<file path="config.mk">
export PLATFORM = sky130hd
export DESIGN_NAME = instr_encoder_loader
export DESIGN_NICKNAME = d
export VERILOG_FILES = /design/src/rtl/instr_enc_pkg.sv /design/src/rtl/instr_field_encoder.sv /design/src/rtl/instr_encoder_loader.sv
export SDC_FILE = /design/constraint.sdc
export NUM_CORES = 1
export LEC_CHECK = 0
export CORE_MARGIN = 3
export CORE_UTILIZATION = 30
export CTS_CLUSTER_SIZE = 10
export DETAILED_ROUTE_END_ITERATION = 6
export PLACE_DENSITY_LB_ADDON = 0.05
export SETUP_SLACK_MARGIN = 0.02
export SYNTH_ARGS = -nofsm -noshare
export SYNTH_HDL_FRONTEND = slang
export SYNTH_SLANG_ARGS = --single-unit
export TNS_END_PERCENT = 1
</file>
<file path="constraint.sdc">
create_clock -name clk -period 4.77 [get_ports clk]
set_clock_uncertainty 0.1 [all_clocks]
set_input_delay 0.954 -clock clk [delete_from_list [all_inputs] [get_ports clk]]
set_output_delay 0.954 -clock clk [all_outputs]
set_load 0.005 [all_outputs]
</file>
<file path="src/rtl/instr_enc_pkg.sv">
// -----------------------------------------------------------------------------
// instr_enc_pkg
// Shared MIPS encoding table for the instruction loader and the single-cycle
// control decoder: symbolic mnemonics, primary opcodes, R-type funct codes,
// loader FSM states and small helpers that pack R-/I-type words.
// -----------------------------------------------------------------------------
package instr_enc_pkg;

  // Symbolic mnemonics carried on the loader's 4-bit in_op field.
  // Codes 10..15 are unused and flagged as invalid by the encoder.
  typedef enum logic [3:0] {
    MN_ADD  = 4'd0,
    MN_SUB  = 4'd1,
    MN_AND  = 4'd2,
    MN_OR   = 4'd3,
    MN_SLT  = 4'd4,
    MN_ADDI = 4'd5,
    MN_LW   = 4'd6,
    MN_SW   = 4'd7,
    MN_BEQ  = 4'd8,
    MN_NOP  = 4'd9
  } mnemonic_t;

  // Primary opcodes (instruction bits [31:26]); names match the decoder side.
  localparam logic [5:0] _RType = 6'h00;
  localparam logic [5:0] _addi  = 6'h08;
  localparam logic [5:0] _lw    = 6'h23;
  localparam logic [5:0] _sw    = 6'h2B;
  localparam logic [5:0] _beq   = 6'h04;

  // R-type funct codes (instruction bits [5:0]).
  localparam logic [5:0] FUNCT_ADD = 6'h20;
  localparam logic [5:0] FUNCT_SUB = 6'h22;
  localparam logic [5:0] FUNCT_AND = 6'h24;
  localparam logic [5:0] FUNCT_OR  = 6'h25;
  localparam logic [5:0] FUNCT_SLT = 6'h2A;

  // Loader session states.
  typedef enum logic [1:0] {
    ST_IDLE = 2'd0,
    ST_LOAD = 2'd1,
    ST_DONE = 2'd2
  } load_state_t;

  // {opcode, rs, rt, rd, shamt, funct} with shamt fixed at zero.
  function automatic logic [31:0] r_type(input logic [4:0] rs,
                                         input logic [4:0] rt,
                                         input logic [4:0] rd,
                                         input logic [5:0] funct);
    return {_RType, rs, rt, rd, 5'b0, funct};
  endfunction

  // {opcode, rs, rt, imm}; the immediate is passed through untouched.
  function automatic logic [31:0] i_type(input logic [5:0]  opcode,
                                         input logic [4:0]  rs,
                                         input logic [4:0]  rt,
                                         input logic [15:0] imm);
    return {opcode, rs, rt, imm};
  endfunction

endpackage : instr_enc_pkg

</file>
<file path="src/rtl/instr_field_encoder.sv">
// -----------------------------------------------------------------------------
// instr_field_encoder
// Purely combinational: turns one symbolic instruction beat into a 32-bit
// MIPS word.
//   op        in  4   mnemonic (see mnemonic_t)
//   rs,rt,rd  in  5   register fields (rd ignored by I-type)
//   imm       in  16  immediate / branch offset, raw
//   word      out 32  encoded instruction (0 for NOP and invalid codes)
//   valid_op  out 1   op is one of the ten defined mnemonics
// -----------------------------------------------------------------------------
module instr_field_encoder
  import instr_enc_pkg::*;
(
  input  logic [3:0]  op,
  input  logic [4:0]  rs,
  input  logic [4:0]  rt,
  input  logic [4:0]  rd,
  input  logic [15:0] imm,
  output logic [31:0] word,
  output logic        valid_op
);

  always_comb begin
    // NOTE: both outputs get a default before the case so every path assigns
    // them; a missing assignment in a combinational block infers a latch.
    word     = 32'h0000_0000;
    valid_op = 1'b1;
    case (op)
      MN_ADD:  word = r_type(rs, rt, rd, FUNCT_ADD);
      MN_SUB:  word = r_type(rs, rt, rd, FUNCT_SUB);
      MN_AND:  word = r_type(rs, rt, rd, FUNCT_AND);
      MN_OR:   word = r_type(rs, rt, rd, FUNCT_OR);
      MN_SLT:  word = r_type(rs, rt, rd, FUNCT_SLT);
      MN_ADDI: word = i_type(_addi, rs, rt, imm);
      MN_LW:   word = i_type(_lw, rs, rt, imm);
      MN_SW:   word = i_type(_sw, rs, rt, imm);
      MN_BEQ:  word = i_type(_beq, rs, rt, imm);
      MN_NOP:  word = 32'h0000_0000;
      default: valid_op = 1'b0;
    endcase
  end

endmodule : instr_field_encoder

</file>
<file path="src/rtl/instr_encoder_loader.sv">
// -----------------------------------------------------------------------------
// instr_encoder_loader
// Accepts symbolic instruction beats over valid/ready, encodes them and
// writes the words to consecutive instruction-memory addresses, holding the
// CPU in reset until prog_len valid instructions have been written.
//   clk, rst       rising-edge clock; synchronous active-low reset
//   start          pulse: begin a session, samples prog_len (ignored in LOAD)
//   prog_len       valid instructions to write, 0..2**ADDR_W
//   in_valid/in_ready, in_op, in_rs, in_rt, in_rd, in_imm   beat interface
//   im_we, im_addr, im_wdata   instruction-memory write port (registered)
//   busy           LOAD state or a write still on the port
//   done           session complete
//   bad_op         sticky: an invalid mnemonic was accepted this session
//   cpu_rst        active-low CPU reset, released only in DONE
// -----------------------------------------------------------------------------
module instr_encoder_loader
  import instr_enc_pkg::*;
#(
  parameter int ADDR_W = 8
) (
  input  logic              clk,
  input  logic              rst,
  input  logic              start,
  input  logic [ADDR_W:0]   prog_len,
  input  logic              in_valid,
  output logic              in_ready,
  input  logic [3:0]        in_op,
  input  logic [4:0]        in_rs,
  input  logic [4:0]        in_rt,
  input  logic [4:0]        in_rd,
  input  logic [15:0]       in_imm,
  output logic              im_we,
  output logic [ADDR_W-1:0] im_addr,
  output logic [31:0]       im_wdata,
  output logic              busy,
  output logic              done,
  output logic              bad_op,
  output logic              cpu_rst
);

  load_state_t       state;
  logic [ADDR_W:0]   len_q;      // prog_len latched at start
  logic [ADDR_W:0]   acc_cnt;    // valid-mnemonic beats accepted
  logic [ADDR_W:0]   wr_cnt;     // writes already retired from the port
  logic [ADDR_W-1:0] next_addr;  // address for the next write, wraps

  logic [31:0] enc_word;
  logic        enc_valid;
  logic        accept;
  logic        write_accept;
  logic        last_write;

  instr_field_encoder u_enc (
    .op       (in_op),
    .rs       (in_rs),
    .rt       (in_rt),
    .rd       (in_rd),
    .imm      (in_imm),
    .word     (enc_word),
    .valid_op (enc_valid)
  );

  // Ready depends on registered state only, never on in_valid.
  assign in_ready     = (state == ST_LOAD) && (acc_cnt < len_q);
  assign accept       = in_valid && in_ready;
  assign write_accept = accept && enc_valid;
  assign busy         = (state == ST_LOAD) || im_we;

  // The write currently on the port is the final one of the session; the
  // state moves to DONE at the edge that retires it.
  assign last_write = im_we && ((wr_cnt + (ADDR_W+1)'(1)) == len_q);

  // NOTE: every register here uses <= so all of them update from the same
  // pre-edge values; a blocking = would leak new values into later lines.
  always_ff @(posedge clk) begin
    if (!rst) begin
      state     <= ST_IDLE;
      len_q     <= '0;
      acc_cnt   <= '0;
      wr_cnt    <= '0;
      next_addr <= '0;
      im_we     <= 1'b0;
      im_addr   <= '0;
      im_wdata  <= '0;
      done      <= 1'b0;
      bad_op    <= 1'b0;
      cpu_rst   <= 1'b0;
    end else begin
      im_we <= 1'b0;  // one-cycle write strobe
      case (state)
        ST_IDLE, ST_DONE: begin
          if (start) begin
            len_q     <= prog_len;
            acc_cnt   <= '0;
            wr_cnt    <= '0;
            next_addr <= '0;
            bad_op    <= 1'b0;
            if (prog_len == '0) begin
              state   <= ST_DONE;
              done    <= 1'b1;
              cpu_rst <= 1'b1;
            end else begin
              state   <= ST_LOAD;
              done    <= 1'b0;
              cpu_rst <= 1'b0;
            end
          end
        end

        ST_LOAD: begin
          if (write_accept) begin
            im_we     <= 1'b1;
            im_addr   <= next_addr;
            im_wdata  <= enc_word;
            next_addr <= next_addr + ADDR_W'(1);
            acc_cnt   <= acc_cnt + (ADDR_W+1)'(1);
          end
          // Invalid beats are consumed without a write or address advance.
          if (accept && !enc_valid) begin
            bad_op <= 1'b1;
          end
          if (im_we) begin
            wr_cnt <= wr_cnt + (ADDR_W+1)'(1);
          end
          if (last_write) begin
            state   <= ST_DONE;
            done    <= 1'b1;
            cpu_rst <= 1'b1;
          end
        end

        default: state <= ST_IDLE;
      endcase
    end
  end

endmodule : instr_encoder_loader

</file>
# [Yosys cells after proc, flatten, opt, wreduce, memory -nomap -nowiden]
# Cells that the tools add are included.
[totals] regBits=80 in_bits=48 out_inout_bits=46 wordCells=74
[op_classes] add_sub_neg=3 order_cmp=1 eq_ne=17 n_mux=22 n_reduce_logical=21
[op_table] op="32-bit one-hot mux with 9 select lines" count=1
[op_table] op="9-bit one-hot mux with 2 select lines" count=2
[op_table] op="9-bit two-way mux" count=3
[op_table] op="9-bit by 1-bit adder with 9-bit output (second input constant)" count=2
[op_table] op="4-bit by 3-bit equality test with 1-bit output (second input constant)" count=4
[op_table] op="8-bit two-way mux" count=2
[op_table] op="8-bit one-hot mux with 2 select lines" count=1
[op_table] op="3-bit AND reduction" count=4
[op_table] op="10-bit OR reduction" count=1
[op_table] op="9-bit equality test" count=1
[op_table] op="9-bit logical NOT" count=1
[op_table] op="9-bit < comparator" count=1
[op_table] op="8-bit by 1-bit adder with 8-bit output (second input constant)" count=1
[op_table] op="4-bit by 2-bit equality test with 1-bit output (second input constant)" count=2
[op_table] op="4-bit equality test (second input constant)" count=2
[op_table] op="2-bit inequality test (second input constant)" count=4
[op_table] op="2-bit AND reduction" count=4
[op_table] op="1-bit two-way mux" count=7
[op_table] op="2-bit two-way mux" count=3
[op_table] op="1-bit logical AND" count=5
[op_table] op="4-bit by 1-bit equality test with 1-bit output (second input constant)" count=1
[op_table] op="4-bit logical NOT" count=1
[op_table] op="1-bit one-hot mux with 2 select lines" count=2
[op_table] op="2-bit one-hot mux with 2 select lines" count=1
[op_table] op="8 further kinds" count=8

# [Depth between registers and ports, before layout]
# Gate-level depths: netlist of run 1.
[depth] ltp_word=7 mapped_depth=11 depth_no_buf=8

# [Modules after synthesis]
# A second synthesis of run 1 with hierarchy kept.
[hier_totals] hier_cells=552 hier_area_um2=4274.1
[by_module_without_submodules] module="instr_encoder_loader" instances=1 cells_per_inst=470 area_each_um2=3742.3 seq_area_each_um2=1601.5
[by_module_without_submodules] module="instr_field_encoder" instances=1 cells_per_inst=82 area_each_um2=531.8 seq_area_each_um2=0.0

# [Worst setup path after synthesis of run 1]
# Ideal clock, no wire load.
[synth_timing] kind="register to output" from="register len_q[3]" to="output port in_ready" arrival_time_ps=1555 required_ps=3716 slack_ps=2161 stages_incl_launch_ff=6 n_path_buf=0 cell_sequence="dfxtp_1 > inv_1 > ha_1 > a211oi_1 > o21ai_2 > a2111oi_0"
[synth_between] elab_chain_cells=2
[synth_lines] element="start: declaration" line_no="instr_encoder_loader.sv:42" text="logic [ADDR_W:0] len_q;"
[synth_lines] element="start signal: assignment" line_no="instr_encoder_loader.sv:93" text="len_q <= prog_len;"
[synth_lines] element="9-bit < comparator" line_no="instr_encoder_loader.sv:64" text="assign in_ready = (state == ST_LOAD) && (acc_cnt < len_q);"
[synth_lines] element="1-bit logical AND" line_no="instr_encoder_loader.sv:64"
[synth_lines] element="end: declaration" line_no="instr_encoder_loader.sv:26" text="output logic in_ready,"
# No other way between the ends.

# [Final worst setup path of run 1]
# Ends and elaborated chain as after synthesis.

==> results.txt, run 1 <==
----------------------------------------------------
[CTS]
  Clock sink count ... just under 80
  Clock slew at reported path FFs ... around 0.060 ns
  Number of H-tree levels ... 3
  Post-CTS setup buffer count ... 0
  Clock tree from TritonCTS ... yes
  CTS root buf ... sky130_fd_sc_hd__clkbuf_16
  TritonCTS buffer count ... 9
  Clock Latency Late Sink ... between 0.3 and 0.4 ns
  Maximum count of clock buffers along a single path ... 2
  Number of buffers inserted by hold repair at cts ... 0
  Post-cts gate resize count ... 0

[Placement]
  Final Wtd Congestion ... around 0.8
  Number of port buffers ... 92
  Pre-CTS worst setup slack ... around 1.2 ns
  Detailed-placement wirelength estimate ... approximately 8500 µm

[Status]
  Run status ... completed

[Yosys]
  Post-synthesis net count ... 563
  Number of cells produced by synthesis ... between 500 and 600
  Share of synthesized area spent on multiplexers ... 0.00545
  Synthesized-area fraction occupied by adder cells ... 0.0352
  XOR/XNOR share of the synthesized area ... 0.0314
  Complex-gate fraction of the synthesized area ... 0.216
  Cell accounting for the most synthesized area ... sky130_fd_sc_hd__dfxtp_1
  Simple-gate portion of the synthesized area ... 0.256
  Post-Syn Area per Cell ... 7.75 µm²
  Fraction of the yosys area taken by sequential cells ... 0.395
  Number of synthesized flops with an enable pin ... 0
  Yosys reg bits ... 77
  Mapped cell area ... 0.00390 mm²
  Combinational family with the most area after synthesis ... simple AND/OR/NAND/NOR gates
  Biggest area contributors in the synthesized netlist ... sky130_fd_sc_hd__dfxtp_1 (39%), sky130_fd_sc_hd__nand2_1 (7.0%), sky130_fd_sc_hd__a21oi_1 (6.0%)
  Area fraction of the dominant cell type after synthesis ... 0.395
  Yosys warning count ... 0
  Fraction of registers with async set or reset after synthesis ... 0
  Distinct cells, synth ... 52
  Dominant register cell in the synthesized netlist ... sky130_fd_sc_hd__dfxtp_1

[Die]
  Area inside the core boundary ... 0.0127 mm²
  Initial standard-cell utilization of the core ... 0.308
  Horizontal die dimension ... about 120 µm
  Number of rows in the core area ... 41
  Vertical die dimension ... about 120 µm
  Count of pins on the block boundary ... 94
  Total Die Area ... roughly 0.014 mm²

[Global route]
  First-pass GRT wire length ... just under 20000 µm
  Largest net degree at the start of global routing ... 39
  Total track usage ... 0.169
  Antenna violations before repair ... 0
  GR Overflow Total ... 0
  Via count of the first global-routing pass ... 3649

[Finish]
  Area grow syn2layout ... 34.6%
  Sequential Area ... between 0.0015 and 0.002 mm²
  Combined area of the multi-input logic cells ... approximately 0.0021 mm²
  Fillcell total ... about 1300
  Final nets ... roughly 640
  Most frequent cells in the layout ... sky130_fd_sc_hd__clkdlybuf4s50_1 (92), sky130_fd_sc_hd__dfxtp_1 (77), sky130_fd_sc_hd__nand2_1 (73)
  Most common cell after layout, fill and taps aside ... sky130_fd_sc_hd__clkdlybuf4s50_1
  Antenna diode instance count ... 0
  Final design utilization ... 0.415
  Layout cells sized above 1 ... 0.0597

[Worst hold path]
  Path category of the worst min-delay check ... flop to flop

[Critical path]
  Largest incremental delay on the critical path ... around 0.60 ns
  Critical Path Source Type ... flop
  Startpoint of the lowest-slack register-to-register path ... len_q[8]
  Critical R2R Capture ... acc_cnt[0]
  End point of the critical path ... in_ready
  Depth of the worst register-to-register path ... 8
  Data required, critical path ... around 3.7 ns
  Series of cell instances along the critical path ... inv_1 -> ha_1 -> a211oi_1 -> o21ai_2 -> a2111oi_0 -> clkdlybuf4s50_1
  Critical path fanouts, max ... 8
  Classification of the worst setup path ... flop to output pin
  Signal arrival time at the worst endpoint ... between 2 and 3 ns
  Slack of the worst reg-to-reg path ... roughly 1.7 ns
  Critical-path cell with the highest stage delay ... sky130_fd_sc_hd__clkdlybuf4s50_1
  Critical path startpoint ... len_q[3]
  Critical Path Sink Type ... output pin

[Drt]
  Number of vias per cell ... between 5 and 6
  Antenna-violating nets left ... 0
  Via total after detailed routing ... 3813
  WL/cell ... around 15 µm
  Number of remaining DRC errors ... 0
  Wire length after detailed routing ... between 10000 and 15000 µm
  1st-iter DRT viols ... 199
  Detailed Routing Iterations Pass 1 ... 4

[STA]
  Unrepaired setup endpoints after global routing ... no
  Number of endpoints with negative hold slack in the final report ... 0
  Final period utilization ... 0.784
  Time the final worst path needs with I/O delays and setup ... 3.74 ns
  Worst path setup slack after routing ... between 1 and 1.5 ns
  Highest Clock Rate ... roughly 0.27 GHz
  Final setup fails ... 0
  Max-Slew Margin vs Limit ... 0.475
  Fin Hold WS ... about 0.35 ns
  Number of pins with negative max-slew slack in the final report ... 0
  Post-Route Setup TNS ... 0 ns
  Actual slew at the worst max-slew pin ... roughly 0.78 ns

[Power]
  Largest vdd supply drop ... approximately 0.14 mV
  Power density over cell area ... 294 mW/mm²
  Lkg Pwr ... ~1.8 nW
  Post-route total power ... roughly 1.5 mW

[Run]
  Max-capacitance violation count ... 0

----------------------------------------------------
## worst min-delay path by stage
stage,start,endpoint,cells after the start
after CTS,im_addr[6],im_addr[6],2
final,im_addr[6],im_addr[6],2
after detailed placement,im_wdata[8],im_wdata[8],2
after floorplan,next_addr[7],im_addr[7],2
after global routing,im_wdata[8],im_wdata[8],2
after global placement,im_wdata[10],im_wdata[10],2
## metrics by stage
| step | instance area [µm²] | instances |
|---|---|---|
| 3_5_place_dp | 4960 | 743 |
| 2_1_floorplan | 3910 | 504 |
| 5_1_grt | 5260 | 758 |
| 6_report | 5260 | 758 |
| 3_3_place_gp | 4960 | 743 |
| 4_1_cts | 5260 | 758 |
## worst max-delay path, delay by kind of cell, from the launching register on
kind / cells / cell delay (ns)
buf+inv: 2 / 0.67
compound gates: 3 / 1.00
fa+ha+maj: 1 / 0.31
flops: 1 / 0.36
## flip-flops by register name, indices dropped and copies added, names as in the netlist
signal	cells
next_addr	8
state	2
len_q	9
cpu_rst	1
bad_op	1
im_we	1
im_addr	8
im_wdata	29
wr_cnt	9
acc_cnt	9
## cell families after synthesis
group,Yosys count
other,1
xor gates and xnor gates,14
adders and majority gates,11
buffers and inverters,52
and+or+nand+nor,216
muxes,2
AOI/OAI and AO/OA,131
DFF,77
## cell type report
class / instances / share of cell area
inverters: 16 / 0.0114
repair buffers: 103 / 0.191
flip-flops and latches: 77 / 0.293
clock buffers: 15 / 0.0566
well taps: 172 / 0.0409
multi-input cells: 375 / 0.407
## routing by layer
metal / vias to the layer above / track usage / routed length (µm)
met5: - / 0 / 0
met4: 0 / 0.0558 / 104
met3: 9 / 0.0528 / 704
met2: 91 / 0.264 / 5440
met1: 1775 / 0.222 / 5480
li1: 1938 / - / -
## cell usage after synthesis (9+ instances only)
master / number
sky130_fd_sc_hd__a21oi_1: 47
sky130_fd_sc_hd__nand2_1: 73
sky130_fd_sc_hd__dfxtp_1: 77
sky130_fd_sc_hd__ha_1: 11
sky130_fd_sc_hd__nand4_1: 9
sky130_fd_sc_hd__inv_1: 16
sky130_fd_sc_hd__xnor2_1: 10
sky130_fd_sc_hd__clkbuf_1: 18
sky130_fd_sc_hd__nor2_1: 45
sky130_fd_sc_hd__o21ai_0: 20
sky130_fd_sc_hd__nand3_1: 37
sky130_fd_sc_hd__a21boi_0: 9
sky130_fd_sc_hd__nor3_1: 15
## power by group
group          leakage (nW)  switching [mW]  internal [mW]
Sequential            0.623          0.0129          0.657
Combinational          1.05           0.104         0.0906
Clock                 0.148           0.260          0.421
Total                  1.82           0.377           1.17
Note: power is estimated with default switching activity, not from simulation.
==> inputs of run 2 (changes only) <==
- clock period: 4.77 -> 3.6 ns (I/O delays scaled with it)
==> run 2 against run 1 <==
Clock power rose by 26%; cell count grew 0.40%; wire length up 1.8%; critical path depth unchanged; combinational power up 35%; die area is the same; cell area barely moved; global-route usage is 0.16 points higher; worst setup slack got worse by 0.88 ns; core utilization about the same.
==> results.txt, run 2 (synthesis results as in run 1) <==
----------------------------------------------------
[CTS]
  TritonCTS buffer count ... 9 (unchanged)
  Clock tree from TritonCTS ... yes
  Maximum count of clock buffers along a single path ... 2 (unchanged)
  Clock Latency Late Sink ... 0.33 ns (about the same)
  Post-cts gate resize count ... 0 (unchanged)
  CTS root buf ... sky130_fd_sc_hd__clkbuf_16
  Post-CTS setup buffer count ... 0 (unchanged)
  Clock sink count ... 77 (unchanged)
  Number of H-tree levels ... 3 (unchanged)
  Clock slew at reported path FFs ... 0.06 ns (about the same)
  Number of buffers inserted by hold repair at cts ... 0 (unchanged)

[Die]
  Total Die Area ... 0.0144 mm² (unchanged)
  Number of rows in the core area ... 41 (unchanged)
  Initial standard-cell utilization of the core ... 0.308 (unchanged)
  Vertical die dimension ... 120 µm (unchanged)
  Horizontal die dimension ... 120 µm (unchanged)
  Area inside the core boundary ... 0.0127 mm² (unchanged)
  Count of pins on the block boundary ... 94 (unchanged)

[STA]
  Unrepaired setup endpoints after global routing ... no
  Time the final worst path needs with I/O delays and setup ... 3.44 ns
  Number of endpoints with negative hold slack in the final report ... 0 (unchanged)
  Post-Route Setup TNS ... 0 ns (unchanged)
  Final setup fails ... 0 (unchanged)
  Max-Slew Margin vs Limit ... 0.467 (-0.00802)
  Actual slew at the worst max-slew pin ... 0.795 ns (+0.0125 ns)
  Final period utilization ... 0.957
  Highest Clock Rate ... between 0.2 and 0.3 GHz
  Number of pins with negative max-slew slack in the final report ... 0 (unchanged)

[Critical path]
  Startpoint of the lowest-slack register-to-register path ... len_q[8]
  Depth of the worst register-to-register path ... 8 (unchanged)
  Classification of the worst setup path ... flop to output pin
  Critical Path Sink Type ... output pin
  Critical R2R Capture ... acc_cnt[0]
  Signal arrival time at the worst endpoint ... 2.62 ns (-0.06 ns)
  Data required, critical path ... 2.78 ns (-0.94 ns)
  Critical Path Source Type ... flop
  Critical path fanouts, max ... 8 (unchanged)
  Slack of the worst reg-to-reg path ... 0.75 ns (-0.97 ns)

[Power]
  Lkg Pwr ... 1.82 nW (+0.25%)
  Switch share ... 0.248 (+0.00407)
  Switching Power ... 0.499 mW (+32%)
  Part of the total power dissipated in the clock network ... 0.428 (-0.013)
  Post-route total power ... 2.01 mW (+30%)
  Internal Power ... 1.51 mW (+29%)
  Reg power frac ... 0.442 (+0.008)
  Power density over cell area ... 382 mW/mm² (+30%)
  Part of the total power dissipated in combinational logic ... 0.131 (+0.005)
  Largest vdd supply drop ... 0.220 mV (+60%)

[Worst hold path]
  Hold EP ... im_addr[4]
  Cell count of the worst hold path ... 2 (unchanged)
  Path category of the worst min-delay check ... flop to flop
  Critical hold path startpoint ... im_addr[4]

[Global route]
  Antenna violations before repair ... 0 (unchanged)
  Largest net degree at the start of global routing ... 40 (+2.6%)
  Via count of the first global-routing pass ... 3801 (+4.2%)
  First-pass GRT wire length ... 19700 µm (+2.0%)
  GR Overflow Total ... 0 (unchanged)
  Total track usage ... 0.171 (+0.00156)

[Finish]
  Layout Cells excl Fill ... 761 (+0.40%)
  Most frequent cells in the layout ... sky130_fd_sc_hd__clkdlybuf4s50_1 (92), sky130_fd_sc_hd__dfxtp_1 (77), sky130_fd_sc_hd__nand2_1 (73)
  Cell area after layout ... 0.00526 mm² (about the same)
  Register with the most flip-flops ... im_wdata
  Area grow syn2layout ... 34.7% (about the same)
  Layout cells sized above 1 ... 0.0628 (+0.00309)
  Final design utilization ... 0.415 (about the same)
  Antenna diode instance count ... 0 (unchanged)
  Most common cell after layout, fill and taps aside ... sky130_fd_sc_hd__clkdlybuf4s50_1
  Max reg flops ... 29 (unchanged)
  Final nets ... 644 (+0.47%)

[Status]
  Run status ... completed

[Drt]
  Antenna-violating nets left ... 0 (unchanged)
  Number of remaining DRC errors ... 0 (unchanged)
  Via total after detailed routing ... 3891 (+2.0%)
  Detailed Routing Iterations Pass 1 ... 4 (unchanged)
  Wire length after detailed routing ... 11900 µm (+1.8%)
  Number of vias per cell ... 5.11 (+1.6%)
  WL/cell ... 15.7 µm (+1.4%)
  1st-iter DRT viols ... 207 (+4.0%)

[Placement]
  Number of port buffers ... 92 (unchanged)
  Placed Cells ... 746 (+0.40%)
  Final Wtd Congestion ... 0.806 (-1.7%)
  Placement Cell Area ... 0.00498 mm² (+0.45%)
  Detailed-placement wirelength estimate ... 8630 µm (+1.7%)

[Run]
  Max-capacitance violation count ... 0 (unchanged)

----------------------------------------------------
==> run 2: changes by cell type in the layout (fill, tap and decap cells not counted) <==
| cell | delta |
|---|---|
| sky130_fd_sc_hd__clkbuf_8 | -2 |
| sky130_fd_sc_hd__clkbuf_1 | +1 |
| sky130_fd_sc_hd__clkinv_2 | +1 |
| sky130_fd_sc_hd__buf_4 | +3 |
==> run 2: worst max-delay path by stage <==
stage              from    endpoint  slack, ns  cells after the start
2_1_floorplan  len_q[3]    in_ready       1.23                      5
6_report       len_q[3]    in_ready       0.16                      6
3_5_place_dp   in_op[1]  acc_cnt[2]       0.46                      7
3_3_place_gp   in_op[1]  acc_cnt[2]       0.50                      7
4_1_cts        len_q[3]    in_ready       0.15                      6
5_1_grt        len_q[3]    in_ready       0.03                      6
==> run 2: cell type report <==
class | instances | area, µm²
Fill cell | 1342 | 7410
Clock buffer | 14 | 274
Clock inverter | 1 | 5.00
Sequential cell | 77 | 1540
Multi-Input combinational cell | 375 | 2140
Timing Repair Buffer | 106 | 1030
Inverter | 16 | 60.1
Tap cell | 172 | 215
==> run 2: critical path, stage by stage (launching register included) <==
cell and delay [ns]:
sky130_fd_sc_hd__dfxtp_1 0.37, sky130_fd_sc_hd__inv_1 0.08, sky130_fd_sc_hd__ha_1 0.31, sky130_fd_sc_hd__a211oi_1 0.27, sky130_fd_sc_hd__o21ai_2 0.19, sky130_fd_sc_hd__a2111oi_0 0.49, sky130_fd_sc_hd__clkdlybuf4s50_1 0.60
==> run 2: power by group through the flow <==
stage	clock, mW	sequential, mW	combinational (mW)
6_report	0.860	0.889	0.263
3_3_place_gp	0	0.907	0.263
5_1_grt	0.928	0.891	0.292
4_1_cts	0.895	0.889	0.267
3_5_place_dp	0	0.907	0.265
2_1_floorplan	0	0.903	0.131
==> run 2: layer usage <==
| metal | GRT usage | vias to the layer above | routed length, µm |
|---|---|---|---|
| li1 | - | 1936 | - |
| met1 | 0.224 | 1849 | 5620 |
| met2 | 0.270 | 99 | 5500 |
| met3 | 0.0598 | 7 | 735 |
| met4 | 0.0387 | 0 | 78 |
| met5 | 0 | - | 0 |
==> run 2: metrics by stage <==
stage	setup slack (ns)	hold WS [ns]
after floorplan	1.23	0.340
after global routing	0.0266	0.380
final	0.156	0.353
after CTS	0.147	0.357
after detailed placement	0.456	0.349
after global placement	0.498	0.338
==> inputs of run 3 (changes only) <==
- HOLD_SLACK_MARGIN: unset -> 0.06
==> results of run 3 <==
The final DEF is identical to that of run 2; final timing and power are the same.
